## config.mk

```make
export PLATFORM = sky130hd
export DESIGN_NAME = alu_unit
export DESIGN_NICKNAME = d
export VERILOG_FILES = /design/src/rtl/alu_pkg.sv /design/src/rtl/alu_divider.sv /design/src/rtl/alu_unit.sv
export SDC_FILE = /design/constraint.sdc
export NUM_CORES = 1
export LEC_CHECK = 0
export ABC_AREA = 1
export CAP_MARGIN = 30
export CORE_MARGIN = 2
export CORE_UTILIZATION = 53
export CTS_CLUSTER_DIAMETER = 200
export DETAILED_ROUTE_END_ITERATION = 10
export PLACE_DENSITY = 0.91
export SYNTH_ARGS = -nofsm -noshare
export SYNTH_HDL_FRONTEND = slang
export SYNTH_HIERARCHICAL = 1
export SYNTH_SLANG_ARGS = --single-unit
```

## constraint.sdc

```tcl
create_clock -name clk -period 6.3 [get_ports clk]
set_input_delay 1.26 -clock clk [delete_from_list [all_inputs] [get_ports clk]]
set_output_delay 1.26 -clock clk [all_outputs]
set_load 0.1 [all_outputs]
```

## src/rtl/alu_pkg.sv

```systemverilog
// Shared definitions for the ALU: result-select codes and the shift
// saturation helper used by both shift directions.
package alu_pkg;

  typedef enum logic [2:0] {
    SEL_MUL = 3'd0,
    SEL_DIV = 3'd1,
    SEL_MOD = 3'd2,
    SEL_AND = 3'd3,
    SEL_OR  = 3'd4,
    SEL_XOR = 3'd5,
    SEL_SHL = 3'd6,
    SEL_SHR = 3'd7
  } sel_t;

  // A shift by the full operand width or more leaves nothing but zeros.
  function automatic logic shift_saturates(input logic [31:0] amount,
                                           input int unsigned width);
    return amount >= width;
  endfunction

endpackage

```

## src/rtl/alu_divider.sv

```systemverilog
// Combinational N-bit unsigned restoring divider. A zero divisor naturally
// yields an all-ones quotient and a remainder equal to the dividend.
module alu_divider #(
  parameter int N = 4
) (
  input  logic [N-1:0] dividend,
  input  logic [N-1:0] divisor,
  output logic [N-1:0] quotient,
  output logic [N-1:0] remainder
);

  logic [N-1:0] rem_acc;
  logic [N:0]   trial;

  // Partial remainder always stays below the divisor, so N bits suffice
  // between steps; the trial needs one extra bit for the shifted-in digit.
  always_comb begin
    rem_acc  = '0;
    trial    = '0;
    quotient = '0;
    for (int i = N - 1; i >= 0; i--) begin
      trial = {rem_acc, dividend[i]};
      if (trial >= {1'b0, divisor}) begin
        quotient[i] = 1'b1;
        trial       = trial - {1'b0, divisor};
      end
      rem_acc = trial[N-1:0];
    end
    remainder = rem_acc;
  end

endmodule

```

## src/rtl/alu_unit.sv

```systemverilog
// Parameterised unsigned ALU: every operation is computed in parallel each
// cycle, plus a button-selected result, all behind one register stage.
module alu_unit
  import alu_pkg::*;
#(
  parameter int N = 4
) (
  input  logic           clk,
  input  logic           rst,
  input  logic [N-1:0]   a,
  input  logic [N-1:0]   b,
  input  logic [2:0]     op,
  input  logic           op_sum,
  input  logic           op_subt,
  output logic [N-1:0]   result,
  output logic [N-1:0]   sum_result,
  output logic [N-1:0]   sub_result,
  output logic [N-1:0]   divi_result,
  output logic [N-1:0]   modu_result,
  output logic [N-1:0]   and_result,
  output logic [N-1:0]   or_result,
  output logic [N-1:0]   xor_result,
  output logic [N-1:0]   shift_left_result,
  output logic [2*N-1:0] multi_result,
  output logic           carry_sum,
  output logic           carry_sub
);

  logic [N:0]     sum_full;
  logic [N:0]     diff_full;
  logic [2*N-1:0] prod_full;
  logic [N-1:0]   quot_next;
  logic [N-1:0]   rem_next;
  logic [N-1:0]   and_next;
  logic [N-1:0]   or_next;
  logic [N-1:0]   xor_next;
  logic [N-1:0]   shl_next;
  logic [N-1:0]   shr_next;
  logic [N-1:0]   result_next;
  sel_t           sel;

  logic [N-1:0]   result_reg;
  logic [N-1:0]   sum_reg;
  logic [N-1:0]   sub_reg;
  logic [N-1:0]   divi_reg;
  logic [N-1:0]   modu_reg;
  logic [N-1:0]   and_reg;
  logic [N-1:0]   or_reg;
  logic [N-1:0]   xor_reg;
  logic [N-1:0]   shl_reg;
  logic [2*N-1:0] multi_reg;
  logic           carry_sum_reg;
  logic           carry_sub_reg;

  // The extra top bit of the widened difference is the borrow (a < b).
  assign sum_full  = {1'b0, a} + {1'b0, b};
  assign diff_full = {1'b0, a} - {1'b0, b};
  assign prod_full = {{N{1'b0}}, a} * {{N{1'b0}}, b};

  alu_divider #(
    .N(N)
  ) u_divider (
    .dividend (a),
    .divisor  (b),
    .quotient (quot_next),
    .remainder(rem_next)
  );

  for (genvar gi = 0; gi < N; gi++) begin : g_bitwise
    assign and_next[gi] = a[gi] & b[gi];
    assign or_next[gi]  = a[gi] | b[gi];
    assign xor_next[gi] = a[gi] ^ b[gi];
  end

  always_comb begin
    shl_next = '0;
    shr_next = '0;
    if (!shift_saturates(32'(b), N)) begin
      shl_next = a << b;
      shr_next = a >> b;
    end
  end

  // Buttons are active low, so idle buttons select the multiply low half.
  assign sel = sel_t'(~op);

  always_comb begin
    result_next = '0;
    if (op_sum) begin
      result_next = sum_full[N-1:0];
    end else if (op_subt) begin
      result_next = diff_full[N-1:0];
    end else begin
      case (sel)
        SEL_MUL: result_next = prod_full[N-1:0];
        SEL_DIV: result_next = quot_next;
        SEL_MOD: result_next = rem_next;
        SEL_AND: result_next = and_next;
        SEL_OR:  result_next = or_next;
        SEL_XOR: result_next = xor_next;
        SEL_SHL: result_next = shl_next;
        SEL_SHR: result_next = shr_next;
        default: result_next = '0;
      endcase
    end
  end

  always_ff @(posedge clk) begin
    if (rst) begin
      result_reg    <= '0;
      sum_reg       <= '0;
      sub_reg       <= '0;
      divi_reg      <= '0;
      modu_reg      <= '0;
      and_reg       <= '0;
      or_reg        <= '0;
      xor_reg       <= '0;
      shl_reg       <= '0;
      multi_reg     <= '0;
      carry_sum_reg <= 1'b0;
      carry_sub_reg <= 1'b0;
    end else begin
      result_reg    <= result_next;
      sum_reg       <= sum_full[N-1:0];
      sub_reg       <= diff_full[N-1:0];
      divi_reg      <= quot_next;
      modu_reg      <= rem_next;
      and_reg       <= and_next;
      or_reg        <= or_next;
      xor_reg       <= xor_next;
      shl_reg       <= shl_next;
      multi_reg     <= prod_full;
      carry_sum_reg <= sum_full[N];
      carry_sub_reg <= diff_full[N];
    end
  end

  assign result            = result_reg;
  assign sum_result        = sum_reg;
  assign sub_result        = sub_reg;
  assign divi_result       = divi_reg;
  assign modu_result       = modu_reg;
  assign and_result        = and_reg;
  assign or_result         = or_reg;
  assign xor_result        = xor_reg;
  assign shift_left_result = shl_reg;
  assign multi_result      = multi_reg;
  assign carry_sum         = carry_sum_reg;
  assign carry_sub         = carry_sub_reg;

endmodule

```

======== Word-level counts from Yosys, hierarchy flattened ========
Index checks and enable logic that the tools add are counted.
storage, ports and cells
  bits in registers ....................... 46
  bits of input ports ..................... 15
  output and inout bits ................... 46
  logic and storage cells ................. 60
operators by class
  add/subtract/negate cells ............... 6
  $mul .................................... 1
  order comparisons ....................... 5
  equal/unequal tests ..................... 7
  shift operators ......................... 2
  multiplexer cells ....................... 13
  bitwise gates (word level) .............. 13
  reduce and logical (&&, ||, !) cells .... 1
operators by type and width
  cell                                                                                 count
  4-bit 2-to-1 mux                                                                     8
  4-bit one-hot mux with 8 select lines                                                1
  5-bit by 4-bit greater-or-equal comparator with 1-bit output                         3
  3-bit == test, second input constant                                                 4
  4-bit subtractor                                                                     3
  4-bit by 4-bit multiplier with 8-bit output                                          1
  3-bit by 2-bit == test with 1-bit output, second input constant                      2
  4-bit by 4-bit adder with 5-bit output                                               1
  4-bit by 4-bit subtractor with 5-bit output                                          1
  1-bit AND                                                                            4
  1-bit by 4-bit greater-or-equal comparator with 1-bit output                         1
  4-bit by 3-bit greater-or-equal comparator with 1-bit output, second input constant  1
  1-bit 2-to-1 mux                                                                     4
  1-bit bitwise OR                                                                     4
  4-bit by 4-bit left shift with 4-bit output                                          1
  4-bit by 4-bit >> shifter with 4-bit output                                          1
  1-bit by 4-bit subtractor with 4-bit output                                          1
  1-bit bitwise XOR                                                                    4
  3-bit by 1-bit == test with 1-bit output, second input constant                      1
  3-bit logical NOT                                                                    1
  3-bit NOT                                                                            1

======== Longest topological paths before layout ========
  word-level depth ........................ 11
  mapped depth ............................ 42
  depth with buffers taken out ............ 42

======== Hierarchy ========
Netlist, hierarchy kept.
by module, submodules not included
  module       instances  cells each  area each (µm²)  seq. area each (µm²)
  alu_unit     1          332         2479.9           860.8
  alu_divider  1          130         892.1            0.0

======== Worst setup path before layout ========
OpenSTA, ideal clock, no wires.
  kind .................................... input to register
  from .................................... input a[3]
  to ...................................... register result_reg[3], in the netlist result[3]
  setup time .............................. 66 ps
  arrival ................................. 5564 ps
  required time ........................... 6234 ps
  slack ................................... 670 ps
  cell stages on the path ................. 37
  path buffers ............................ 0
  cells stage by stage .................... inv_1 > ha_1 > inv_1 > ha_1 > inv_1 > nand2_2 > nand2_1 > nor2_1 > ha_1 > a21oi_2 > nand3_2 > nand2_4 > nand2_8 > nand2_1 > nand2_1 > ha_1 > a21o_1 > nor2_2 > nor2_2 > nor2_8 > nand3_4 > nand2_1 > nand2_2 > ha_1 > a21o_1 > o21a_1 > nor3_4 > inv_1 > nor2_2 > nand3_1 > nand2_1 > nand4_1 > o21ai_0 > nor2_1 > nand3_2 > nand2_1 > a21oi_2
between the ends
  longest elaborated chain between the ends .. 11
  elaborated cells between the ends (all ways) .. 26
  those cells by class .................... 6 x add/sub; 1 x mul; 4 x order compare; 2 x shift; 10 x mux; 3 x bitwise
ends and longest elaborated chain
  what                                                                                                                         line                                  text
  from (decl)                                                                                                                  alu_unit.sv:10                        input logic [N-1:0] a,
  1-bit by 4-bit subtractor with 4-bit output or 1-bit by 4-bit greater-or-equal comparator with 1-bit output (tied branches)  alu_divider.sv:25, alu_divider.sv:23
  4-bit 2-to-1 mux *                                                                                                           alu_divider.sv:23                     if (trial >= {1'b0, divisor}) begin
  4-bit subtractor or 5-bit by 4-bit greater-or-equal comparator with 1-bit output (tied branches)                             alu_divider.sv:25, alu_divider.sv:23
  4-bit 2-to-1 mux *                                                                                                           alu_divider.sv:23
  4-bit subtractor or 5-bit by 4-bit greater-or-equal comparator with 1-bit output (tied branches)                             alu_divider.sv:25, alu_divider.sv:23
  4-bit 2-to-1 mux *                                                                                                           alu_divider.sv:23
  4-bit subtractor or 5-bit by 4-bit greater-or-equal comparator with 1-bit output (tied branches)                             alu_divider.sv:25, alu_divider.sv:23
  4-bit 2-to-1 mux *                                                                                                           alu_divider.sv:23
  via rem_next[3]                                                                                                              alu_unit.sv:33                        logic [N-1:0] rem_next;
  4-bit one-hot mux with 8 select lines *                                                                                      alu_unit.sv:94                        case (sel)
  4-bit 2-to-1 mux *                                                                                                           alu_unit.sv:91                        end else if (op_subt) begin
  4-bit 2-to-1 mux *                                                                                                           alu_unit.sv:89                        if (op_sum) begin
  to (signal assigned)                                                                                                         alu_unit.sv:123                       result_reg <= result_next;
  to (decl)                                                                                                                    alu_unit.sv:42                        logic [N-1:0] result_reg;
Mark *: on every way through the listed nets, which the timed path passes. The rest lies on a longest branch.
A chain may end at the register's enable or synchronous reset.

======== Worst setup path after layout ========
  from .................................... input b[0]
  to ...................................... register result_reg[3], in the netlist result[3]
between the ends
  longest elaborated chain between the ends .. 11
  elaborated cells between the ends (all ways) .. 24
  those cells by class .................... 6 x add/sub; 1 x mul; 5 x order compare; 2 x shift; 10 x mux
ends and longest elaborated chain
  what                                                                                                                         line                                  text
  from (decl)                                                                                                                  alu_unit.sv:11                        input logic [N-1:0] b,
  1-bit by 4-bit subtractor with 4-bit output or 1-bit by 4-bit greater-or-equal comparator with 1-bit output (tied branches)  alu_divider.sv:25, alu_divider.sv:23
  4-bit 2-to-1 mux                                                                                                             alu_divider.sv:23
  4-bit subtractor or 5-bit by 4-bit greater-or-equal comparator with 1-bit output (tied branches)                             alu_divider.sv:25, alu_divider.sv:23
  4-bit 2-to-1 mux                                                                                                             alu_divider.sv:23
  4-bit subtractor or 5-bit by 4-bit greater-or-equal comparator with 1-bit output (tied branches)                             alu_divider.sv:25, alu_divider.sv:23
  4-bit 2-to-1 mux                                                                                                             alu_divider.sv:23
  4-bit subtractor or 5-bit by 4-bit greater-or-equal comparator with 1-bit output (tied branches)                             alu_divider.sv:25, alu_divider.sv:23
  4-bit 2-to-1 mux *                                                                                                           alu_divider.sv:23
  via rem_next[3]                                                                                                              alu_unit.sv:33
  4-bit one-hot mux with 8 select lines *                                                                                      alu_unit.sv:94
  4-bit 2-to-1 mux *                                                                                                           alu_unit.sv:91
  4-bit 2-to-1 mux *                                                                                                           alu_unit.sv:89
Marks and branches as above.

==> reports/metrics.cfg <==
[yosys]
synth_fp_nets=524
ys_types=40
yosysSeqAreaShare_pct=25.53
netlist_area_um2=3372
syn_area_per_cell_um2=7.299
synthCells=462
synth_seq_cells=43
yosys_warnings=6

[sta]
min_period_ns=6.093
hold_ws_ns=1.578
fin_setup_tns_ns=0
finalCritPeriodShare_pct=96.71
finalSetupViolCount=0
setup_ws_ns=0.2070
slew_headroom_pct=34.46
finalMaxSlewViolations=0
worst_slew_pin_slew_ns=0.9801
finalHoldViolCount=0
fmax_ghz=0.1641

[floorplan]
die_area_um2=7017
die_width_um=83.77
io_pins=61
rows=29
dieHeight_um=83.77
fp.coreArea_um2=6241
initial_core_util_pct=54.03

[cells_and_area]
n_antenna_cell=0
syn_to_final_growth_pct=30.72
fin_nets=607
nFillCells=522
layout-drive-gt1-share_pct=18.86
layout_common_cells=95 x nand2_1, 73 x inv_1, 59 x clkdlybuf4s50_1
largest_register_ff_count=7
layout.cells.most_common=nand2_1

[critical_path]
setup.worst_path.end_class=flip-flop
crit_type=input pin to flip-flop
critPathRequiredTime_ns=6.54
slowest_stage=clkdlybuf4s50_1
start_kind=input pin
crit_start=b[0]
worstPathMaxFanout=4
cp.arrival_ns=6.33
max_stage_delay_ns=0.50

[drt]
num_vias=3408
drt_iter0_markers=333
wl_mm=9.585
wl_per_cell_um=15.39
dr.pass1.iters=5
viasPerCell=5.470
drtAntennaViolNets=0
drc=0

[clock_tree]
cts.sink_count=43
htreeDepth=2
cts_tree=done
cts_buffers=5
cts_root_buf=clkbuf_8
clockBufferDepth=2
clk_pin_slew_worst_paths_ns=0.08
cts_hold_buf=0

[global_route]
met2_usage_pct=47.64
grt-ovfl-total=0
grt_max_degree=38
met3_usage_pct=3.956
grt_pass1_wl_mm=15.46
grt_use_total_pct=27.21
grt_pass1_vias=3326
antenna_found_initial=0
use_met1_pct=31.83
top_usage_layer=met2

[place]
pre_cts_ws_ns=-0.3048
gp_congestion=0.9941
detailed_place_hpwl_mm=7.324
numPortBuffers=60

[pwr]
irDropWorstVdd_uv=188.4
total_power_w=0.001306
power.density_nw_per_um2=296.4
p_leak_nw=2.284

[job]
drv_cap=0

[min_path]
min_from=a[3]
min_path_type=input pin to flip-flop

[status]
outcome=complete, no violations

path summary, 6_finish.rpt:
| path | endpoint | slack [ns] | depth (start not counted) |
|---|---|---|---|
| hold / removal | carry_sub | 1.58 | 4 |
| setup / recovery | result[3] | 0.21 | 38 |
worst max-delay path, delay by kind of cell:
| family | cells | cell delay, ns |
|---|---|---|
| AND/OR/NAND/NOR | 21 | 2.13 |
| XOR/XNOR | 1 | 0.19 |
| AO/OA/AOI/OAI | 3 | 0.43 |
| buffers and inverters | 8 | 1.04 |
| adder cells (fa/ha/maj) | 5 | 1.27 |
final cells by class:
type                    instances  area (µm²)  share of cell area (%)
multi-input cells             324        2237                   50.75
flip-flops and latches         43       860.8                   19.53
repair buffers                 87       805.8                   18.28
inverters                      84       322.8                   7.323
well taps                      77       96.34                   2.186
clock buffers                   6       72.57                   1.646
clock inverters                 2       12.51                  0.2838
Yosys cell counts (all sizes together):
library cell  instances  area share (%)
nand2               112              14
inv                  83             9.3
nor2                 57             7.6
dfxtp                43              26
nand3                43             8.2
ha                   38              14
a21oi                14             2.6
o21ai                13             1.9
buf                  11             2.5
nand4                10             1.9
nor3                 10             2.3
fa                    9             5.3
xor2                  5             1.5
nand3b                3            0.67
a21o                  2            0.45
o211ai                2            0.45
or2                   2            0.37
xnor2                 2            0.52
a211oi                1            0.22
clkinv                1            0.26
o21a                  1            0.22
repair_timing:
action,4_1_cts,5_1_grt
setup buffers,0,2
pin swaps,2,12
resized for setup,3,22
endpoints found under the setup margin,1,6
power by group:
part / switching, W / internal [W]
logic: 0.000555 / 0.000264
clock network: 0.0000946 / 0.0000775
registers: 0.00000934 / 0.000306
total: 0.000659 / 0.000647
per-layer routing:
metal / share of wire [%] / vias up
met5: 0 / -
met1: 37 / 1534
met4: 5.5 / 0
met3: 7.9 / 50
met2: 49 / 214
li1: - / 1610
metrics by stage:
stage / util, % / instances / area [µm²]
after global placement: 66.86 / 613 / 4173
final: 70.63 / 623 / 4408
after detailed placement: 66.86 / 613 / 4173
after floorplan: - / 462 / 3372
after CTS: 68.50 / 621 / 4275
after global routing: 70.63 / 623 / 4408
cell families after synthesis:
| kind of cell | Yosys count | share of synthesized area, % |
|---|---|---|
| AOI/OAI and AO/OA | 33 | 5.899 |
| xor gates and xnor gates | 7 | 2.041 |
| adders and majority gates | 47 | 19.44 |
| buffers and inverters | 95 | 12.06 |
| DFF | 43 | 25.53 |
| and+or+nand+nor | 237 | 35.03 |
Power figures use the tool's default switching activity.
